===== config.mk =====
export PLATFORM = sky130hd
export DESIGN_NAME = load_store_unit
export DESIGN_NICKNAME = d
export VERILOG_FILES = /design/src/rtl/load_store_unit.sv
export SDC_FILE = /design/constraint.sdc
export NUM_CORES = 1
export LEC_CHECK = 0
export BUFFER_PORTS_ARGS = -buffer_cell sky130_fd_sc_hd__buf_2
export CAP_MARGIN = 15
export CORE_AREA = 2 2 107 109
export DETAILED_ROUTE_END_ITERATION = 12
export DIE_AREA = 0 0 109 111
export PLACE_DENSITY = 0.8
export SLEW_MARGIN = 40
export SYNTH_ARGS = -nofsm -noshare
export SYNTH_HDL_FRONTEND = slang
export SYNTH_SLANG_ARGS = --single-unit

===== constraint.sdc =====
create_clock -name clk -period 2.6 [get_ports clk]
set_input_delay 0.26 -clock clk [delete_from_list [all_inputs] [get_ports clk]]
set_output_delay 0.26 -clock clk [all_outputs]
set_load 0.02 [all_outputs]

===== src/rtl/load_store_unit.sv =====
// load_store_unit: single-outstanding load/store initiator between the MEM
// stage and a word-wide data memory. Performs big-endian sub-word load
// extraction (sign/zero extend), turns SB/SH into read-modify-write, and
// rejects misaligned, illegal-size or out-of-range requests without touching
// memory.
//
// Ports:
//   clk, reset             clock; asynchronous active-high reset
//   ReqValid/ReqReady      request handshake (ready only in IDLE)
//   ReqWrite, ReqOp,       request: store flag, {unsigned, size[1:0]},
//   ReqAddr, ReqWData      byte address, store data (low 8/16/32 bits)
//   RespValid, RespError,  one-cycle response pulse, reject flag,
//   RespData               load result (0 unless a successful load)
//   MemRead, MemWrite,     memory strobes, word-aligned address,
//   Address, WriteData,    write word,
//   ReadData               read word registered by memory on MemRead edge

module load_store_unit #(
    parameter int unsigned MEM_WORDS = 4096
) (
    input  logic        clk,
    input  logic        reset,
    input  logic        ReqValid,
    output logic        ReqReady,
    input  logic        ReqWrite,
    input  logic [2:0]  ReqOp,
    input  logic [31:0] ReqAddr,
    input  logic [31:0] ReqWData,
    output logic        RespValid,
    output logic        RespError,
    output logic [31:0] RespData,
    output logic        MemRead,
    output logic        MemWrite,
    output logic [31:0] Address,
    output logic [31:0] WriteData,
    input  logic [31:0] ReadData
);

    localparam int unsigned DW = 32;
    localparam int unsigned AW = 32;
    localparam int unsigned OPW = 3;

    localparam logic [1:0] SZ_BYTE = 2'b00;
    localparam logic [1:0] SZ_HALF = 2'b01;
    localparam logic [1:0] SZ_WORD = 2'b10;

    typedef enum logic [2:0] {
        IDLE   = 3'd0,
        LOAD   = 3'd1,
        STORE  = 3'd2,
        RMW_RD = 3'd3,
        RMW_WR = 3'd4,
        RESP   = 3'd5
    } state_t;

    state_t         state;
    state_t         state_next;

    logic [AW-1:0]  addr_q;
    logic [DW-1:0]  wdata_q;
    logic [OPW-1:0] op_q;
    logic           write_q;
    logic           err_q;

    logic           accept_c;
    logic           req_err_c;
    logic [7:0]     byte_c;
    logic [15:0]    half_c;
    logic [DW-1:0]  load_ext_c;
    logic [DW-1:0]  merge_c;

    // Ready is withheld while reset is asserted so nothing is accepted then.
    assign ReqReady = (state == IDLE) && !reset;
    assign accept_c = ReqValid && ReqReady;

    // Request classification: illegal size, misalignment, or word index past the end.
    always_comb begin
        req_err_c = 1'b0;
        case (ReqOp[1:0])
            SZ_BYTE: req_err_c = 1'b0;
            SZ_HALF: req_err_c = ReqAddr[0];
            SZ_WORD: req_err_c = |ReqAddr[1:0];
            default: req_err_c = 1'b1;
        endcase
        if ({2'b00, ReqAddr[31:2]} >= 32'(MEM_WORDS)) begin
            req_err_c = 1'b1;
        end
    end

    // Request latch, loaded only on an accepted handshake.
    always_ff @(posedge clk or posedge reset) begin
        if (reset) begin
            addr_q  <= '0;
            wdata_q <= '0;
            op_q    <= '0;
            write_q <= 1'b0;
            err_q   <= 1'b0;
        end else if (accept_c) begin
            addr_q  <= ReqAddr;
            wdata_q <= ReqWData;
            op_q    <= ReqOp;
            write_q <= ReqWrite;
            err_q   <= req_err_c;
        end
    end

    // State register.
    always_ff @(posedge clk or posedge reset) begin
        if (reset) begin
            state <= IDLE;
        end else begin
            state <= state_next;
        end
    end

    // Big-endian lane select from the word returned by memory.
    always_comb begin
        byte_c = 8'h00;
        case (addr_q[1:0])
            2'd0:    byte_c = ReadData[31:24];
            2'd1:    byte_c = ReadData[23:16];
            2'd2:    byte_c = ReadData[15:8];
            default: byte_c = ReadData[7:0];
        endcase
        half_c = addr_q[1] ? ReadData[15:0] : ReadData[31:16];
    end

    // Load result: extracted field, sign-extended unless op bit 2 requests zero-extension.
    always_comb begin
        load_ext_c = ReadData;
        case (op_q[1:0])
            SZ_BYTE: load_ext_c = op_q[2] ? {24'h000000, byte_c}
                                          : {{24{byte_c[7]}}, byte_c};
            SZ_HALF: load_ext_c = op_q[2] ? {16'h0000, half_c}
                                          : {{16{half_c[15]}}, half_c};
            default: load_ext_c = ReadData;
        endcase
    end

    // Read-modify-write merge: replace the addressed lane(s) of the old word.
    always_comb begin
        merge_c = ReadData;
        if (op_q[1:0] == SZ_BYTE) begin
            case (addr_q[1:0])
                2'd0:    merge_c = {wdata_q[7:0], ReadData[23:0]};
                2'd1:    merge_c = {ReadData[31:24], wdata_q[7:0], ReadData[15:0]};
                2'd2:    merge_c = {ReadData[31:16], wdata_q[7:0], ReadData[7:0]};
                default: merge_c = {ReadData[31:8], wdata_q[7:0]};
            endcase
        end else begin
            merge_c = addr_q[1] ? {ReadData[31:16], wdata_q[15:0]}
                                : {wdata_q[15:0], ReadData[15:0]};
        end
    end

    // Next-state and state-decoded outputs.
    always_comb begin
        state_next = state;
        MemRead    = 1'b0;
        MemWrite   = 1'b0;
        Address    = '0;
        WriteData  = '0;
        RespValid  = 1'b0;
        RespError  = 1'b0;
        RespData   = '0;

        case (state)
            IDLE: begin
                if (accept_c) begin
                    if (req_err_c) begin
                        state_next = RESP;
                    end else if (!ReqWrite) begin
                        state_next = LOAD;
                    end else if (ReqOp[1:0] == SZ_WORD) begin
                        state_next = STORE;
                    end else begin
                        state_next = RMW_RD;
                    end
                end
            end
            LOAD: begin
                MemRead    = 1'b1;
                Address    = {addr_q[31:2], 2'b00};
                state_next = RESP;
            end
            STORE: begin
                MemWrite   = 1'b1;
                Address    = {addr_q[31:2], 2'b00};
                WriteData  = wdata_q;
                state_next = RESP;
            end
            RMW_RD: begin
                MemRead    = 1'b1;
                Address    = {addr_q[31:2], 2'b00};
                state_next = RMW_WR;
            end
            RMW_WR: begin
                MemWrite   = 1'b1;
                Address    = {addr_q[31:2], 2'b00};
                WriteData  = merge_c;
                state_next = RESP;
            end
            RESP: begin
                RespValid  = 1'b1;
                RespError  = err_q;
                // ReadData here is the word fetched by the preceding LOAD cycle.
                if (!err_q && !write_q) begin
                    RespData = load_ext_c;
                end
                state_next = IDLE;
            end
            default: state_next = IDLE;
        endcase
    end

endmodule

==> results.yml, run 1 <==
timing:
  finalCritPeriodShare: 0.950
  fin_crit_ns: 2.47
  grt_setup_unrepaired: "no"
  setup_violations: 0
  drv_slew: 0
  relSlewSlack: 0.541
  fin_setup_tns_ns: 0
  skew_ns: 0.00918
  maxClockFrequency_mhz: 405
  hold_violations: 0
  tightest_slew_ns: 0.682
setup_path:
  end_kind: "primary output"
  cp-start-kind: "register"
  slowest_stage: "dfrtp_2"
  path_max_fanout: 20
  cp.arrival_ns: 2.21
  worstPathRequired_ns: 2.34
  crit_type: "register to primary output"
  cp_common_cell: "buf_4"
  worstPathCellList: "buf_4 > buf_4 > a31o_2 > a22o_1 > buf_2"
  cpPeakStageDelay_ns: 0.55
placed_design:
  io_buffers: 201
  dp_cells: 934
  place_congestion: 0.949
  dp_hpwl_mm: 12.1
synthesis:
  synth_top_family_by_area: "simple AND/OR/NAND/NOR gates"
  seq_area_frac_synth: 0.380
  netlist_instances: 623
  yosys.area_share.simple: 0.332
  synth_edf_count: 0
  synthXorXnorAreaFrac: 0
  syn_avg_cell_area_um2: 7.62
  synth-compound-area-share: 0.172
  ys_seq_elements: 72
  synthMuxAreaShare: 0.0403
  synth_area_um2: 4750
  synthArstFlopShare: 1.00
  yosys.area_share.adder: 0
  synth_cell_types: 49
  yosysWarnings: 0
  synth_flop_cell: "dfrtp_1"
global_routing:
  grt_pass1_wl_mm: 24.9
  grtUsageTotal: 0.265
  antenna_found_initial: 2
  overflow: 0
  grt_pass1_vias: 4698
  grt_start_max_net_pins: 41
route:
  wirelength_mm: 16.1
  vias_per_cell: 5.44
  drtAntennaViolNets: 0
  drtPass1Iterations: 5
  vias: 5166
  wl_per_cell_um: 16.9
  drc_errors: 0
  drt_iter0_drc: 551
clock_network:
  cts_sinks: 72
  postCtsSetupRepairBufs: 0
  worstSkewPairLatency_ns: 0.33
  cts_tree: "done"
  cts_buffer_depth: 2
  cts-root-buf: "clkbuf_16"
  cts.htree.levels: 3
  cts_buffers: 9
  path_clk_slew_ns: 0.06
die:
  fp.dieH_um: 111
  die_area_um2: 12100
  io_pins: 204
  core_um2: 11100
  num_rows: 39
  chipWidth_um: 109
  start_util: 0.429
layout:
  final_common_cell: "nand2_1"
  mostFrequentLayoutCells: "239 x nand2_1, 201 x buf_2, 70 x dfrtp_1, 37 x o21ai_0, 30 x and3_1"
  syn_to_final_growth_pct: 28.0
  layout-drive-gt1-share: 0.323
  final_nets: 905
  fin_cells: 950
power:
  ir_worst_vdd_v: 0.000582
  swShare: 0.491
  p_switching_mw: 3.96
  pwr-share-seq: 0.275
  intPower_mw: 4.10
  power.clock.fraction: 0.144
  p_leak_nw: 3.34
  p_comb_frac: 0.580
  powerDensity_nw_per_um2: 1330
run_status:
  status: "finished clean"
job:
  drv_cap: 0
worst_hold_path:
  hp-class: "input port to async pin"
## critical path, delay by kind of cell, from the launching register on
kind / cells / cell delay, ns
AOI/OAI and AO/OA: 2 / 0.52
buffers and inverters: 3 / 0.80
DFF: 1 / 0.55
## registers in the layout, indices dropped and copies added (netlist names)
name and count:
write_q 1, wdata_q 32, op_q 3, err_q 1, state 3, addr_q 32
## final timing paths
| kind | to | cells past startpoint | slack [ns] | start |
|---|---|---|---|---|
| worst max-delay path | WriteData[5] | 5 | 0.13 | addr_q[1] |
| worst min-delay path | state[2] | 2 | 0.06 | reset |
| worst max register to register | wdata_q[24] | 5 | 0.75 | state[2] |
| worst min register to register | addr_q[3] | 2 | 0.47 | addr_q[3] |
| max in group asynchronous | wdata_q[24] | 3 | 1.86 | reset |
| min in group clk | addr_q[12] | 3 | 0.12 | ReqAddr[12] |
## cell usage after synthesis, types with 4 or more instances
cell / number / area share
o211ai_1: 8 / 0.013
inv_1: 15 / 0.012
buf_4: 6 / 0.0095
and3_1: 30 / 0.040
nor2_1: 18 / 0.014
a221o_1: 6 / 0.013
clkbuf_1: 18 / 0.014
o22ai_1: 8 / 0.011
a221oi_1: 14 / 0.026
dfrtp_1: 72 / 0.38
a22o_1: 16 / 0.030
o21ai_0: 39 / 0.041
nand2_1: 240 / 0.19
buf_2: 17 / 0.018
nor3_1: 25 / 0.026
nor2b_1: 18 / 0.024
mux2i_1: 9 / 0.019
buf_6: 7 / 0.017
mux2_2: 7 / 0.017
a21oi_1: 10 / 0.011
nor4_1: 4 / 0.0053
## kinds of logic (layout without fill, tap and decap cells)
family	after synthesis	after routing
buf+inv	67	249
simple gates	353	353
flops	72	72
mux	17	17
other cells	1	3
compound gates	113	113
## routing by layer
layer	up-vias	share of wire	track usage
li1	2469	-	-
met1	2362	0.40	0.352
met2	298	0.46	0.419
met3	35	0.11	0.0700
met4	2	0.023	0.0880
met5	-	0.00044	0
## per-stage QoR
step / instance area, µm² / setup WS (ns) / utilization / total power [mW] / hold WS [ns]
after floorplan: 4750 / 0.267 / - / 5.53 / 0.365
after global placement: 5790 / 0.365 / 0.522 / 6.79 / 0.427
after detailed placement: 5790 / 0.370 / 0.522 / 6.86 / 0.428
after CTS: 6070 / 0.0130 / 0.548 / 8.06 / 0.0745
after global routing: 6070 / 0.0544 / 0.548 / 8.64 / 0.105
final: 6070 / 0.130 / 0.548 / 8.06 / 0.0631
## power by group through the flow
stage / combinational, mW / sequential, mW / clock, mW
after global routing: 5.10 / 2.29 / 1.24
after detailed placement: 4.65 / 2.21 / 0
after global placement: 4.60 / 2.20 / 0
after floorplan: 3.59 / 1.94 / 0
after CTS: 4.67 / 2.21 / 1.19
final: 4.68 / 2.22 / 1.16
## layout make-up
class / count / area, µm²
fillers: 1120 / 5000
clock inverters: 2 / 13.8
flip-flops and latches: 72 / 1800
repair buffers: 218 / 1150
well taps: 143 / 179
multi-input cells: 485 / 2600
inverters: 16 / 60.1
clock buffers: 13 / 270
diodes: 1 / 2.50
## what timing repair did
item,CTS,global route
gates resized for setup,0,2
hold buffers,0,0
setup endpoints to repair,0,2
Power figures use the tool's default switching activity.
==> inputs of run 2 (changes only) <==
--- a/config.mk
+++ b/config.mk
@@ -10,7 +10,8 @@
 export CORE_AREA = 2 2 107 109
 export DETAILED_ROUTE_END_ITERATION = 12
 export DIE_AREA = 0 0 109 111
-export PLACE_DENSITY = 0.8
+export MAX_ROUTING_LAYER = met4
+export PLACE_DENSITY = 0.79
 export SLEW_MARGIN = 40
 export SYNTH_ARGS = -nofsm -noshare
 export SYNTH_HDL_FRONTEND = slang
==> run 2 against run 1 <==
Net effect:
- worst setup slack improved by 0.018 ns
- critical path depth increased by 1
- register-to-register slack got worse by 0.03 ns
- routed wire length decreased by 0.43%
- die area unchanged
- design area increased by 0.49%
- critical endpoint is now RespData[21]
- largest cell class unchanged
==> results.yml, run 2 (synthesized netlist as in run 1, its figures left out) <==
global_routing:
  grt_pass1_wl_mm: 24.7
  overflow: 0
  grtUsageTotal: 0.271
  grt_start_max_net_pins: 43
  grt_pass1_vias: 4864
  antenna_found_initial: 6
timing:
  hold_violations: 0
  drv_slew: 0
  setup_ws_ns: 0.148
  grt_setup_unrepaired: "no"
  hold_slack_ns: 0.0529
  finalCritPeriodShare: 0.943
  setup_violations: 0
  fin_setup_tns_ns: 0
  relSlewSlack: 0.470
  tightest_slew_ns: 0.795
  skew_ns: 0.00829
  maxClockFrequency_mhz: 408
  fin_crit_ns: 2.45
die:
  fp.dieH_um: 111
  chipWidth_um: 109
  start_util: 0.429
  core_um2: 11100
  die_area_um2: 12100
  num_rows: 39
  io_pins: 204
clock_network:
  cts_tree: "done"
  postCtsSetupRepairBufs: 0
  cts.htree.levels: 3
  cts_buffers: 9
  cts-root-buf: "clkbuf_16"
  worstSkewPairLatency_ns: 0.33
  cts_sinks: 72
  path_clk_slew_ns: 0.06
  postCtsHoldBufs: 0
  cts_resized: 0
  cts_buffer_depth: 2
power:
  p_switching_mw: 3.98
  pwr-share-seq: 0.268
  p_comb_frac: 0.584
  power.clock.fraction: 0.148
  p_leak_nw: 3.34
  swShare: 0.490
  intPower_mw: 4.15
  power_mw: 8.13
  ir_worst_vdd_v: 0.000634
  powerDensity_nw_per_um2: 1330
layout:
  mostFrequentLayoutCells: "239 x nand2_1, 201 x buf_2, 71 x dfrtp_1, 38 x o21ai_0, 30 x and3_1"
  final_nets: 907
  syn_to_final_growth_pct: 28.6
  layout-drive-gt1-share: 0.320
  final_common_cell: "nand2_1"
  fin_cells: 959
  reg_top3: "addr_q (32), wdata_q (32)"
placed_design:
  place_congestion: 0.921
  dp_hpwl_mm: 12.1
  io_buffers: 201
  dp_cells: 936
  post-place-ws_ns: 0.500
setup_path:
  end_kind: "primary output"
  ff2ff_setup_slack_ns: 0.72
  worstPathRequired_ns: 2.34
  path_max_fanout: 16
  crit_type: "register to primary output"
  worst-r2r-cell-count: 6
  worstSetupEndpoint: "RespData[21]"
  cp-start-kind: "register"
  startpoint: "op_q[0]"
  cp.arrival_ns: 2.19
  reg2reg_from: "state[0]"
  r2r-end: "wdata_q[30]"
route:
  vias: 5158
  drt_iter0_drc: 413
  vias_per_cell: 5.38
  wirelength_mm: 16.0
  drtPass1Iterations: 5
  drc_errors: 0
  wl_per_cell_um: 16.7
  drtAntennaViolNets: 0
job:
  drv_cap: 0
worst_hold_path:
  hp-class: "input port to async pin"
run_status:
  status: "finished clean"
## run 2: cell types whose count changed in the layout (fill, tap and decap cells not counted), sizes merged
cell      before  now
buf          218  220
diode          1    7
clkbuf        13   11
clkinvlp       0    3
clkinv         2    1
bufinv         0    1
## run 2: routing by layer
| layer | track usage | wire, µm | vias up |
|---|---|---|---|
| met2 | 0.435 | 7410 | 288 |
| li1 | - | - | 2489 |
| met1 | 0.329 | 6450 | 2363 |
| met4 | 0.0744 | 312 | 0 |
| met5 | - | 0 | - |
| met3 | 0.0823 | 1840 | 18 |
## run 2: area by class of cell
cell class | count | area (µm²)
fill | 1123 | 4970
multi-input combinational | 485 | 2590
sequential | 72 | 1800
timing repair buffer | 220 | 1160
clock buffer | 11 | 233
tap | 143 | 179
inverter | 16 | 60.1
clock inverter | 5 | 57.6
antenna | 7 | 17.5
## run 2: power by group through the flow
stage	clock [mW]	sequential, mW	combinational, mW
floorplan	0	1.94	3.59
global placement	0	2.15	4.69
detailed placement	0	2.17	4.72
CTS	1.23	2.16	4.74
global route	1.28	2.24	5.18
finish	1.21	2.18	4.74
## run 2: stage by stage
| step | utilization | instance area (µm²) |
|---|---|---|
| after floorplan | - | 4750 |
| after CTS | 0.550 | 6090 |
| final | 0.551 | 6100 |
| after global placement | 0.523 | 5800 |
| after detailed placement | 0.523 | 5800 |
| after global routing | 0.551 | 6100 |
## run 2: worst min path at each step
| stage | from | endpoint | cells past startpoint |
|---|---|---|---|
| global placement | reset | addr_q[15] | 2 |
| finish | reset | addr_q[17] | 2 |
| detailed placement | reset | addr_q[18] | 2 |
| floorplan | ReqAddr[10] | addr_q[10] | 2 |
| global route | reset | addr_q[18] | 2 |
| CTS | reset | addr_q[18] | 2 |
## run 2: critical path: stages, from the launching register on
cell	delay (ns)
dfrtp_1	0.51
buf_4	0.23
nor4b_1	0.30
nor2_1	0.11
a31oi_4	0.42
nor3_1	0.11
buf_2	0.18
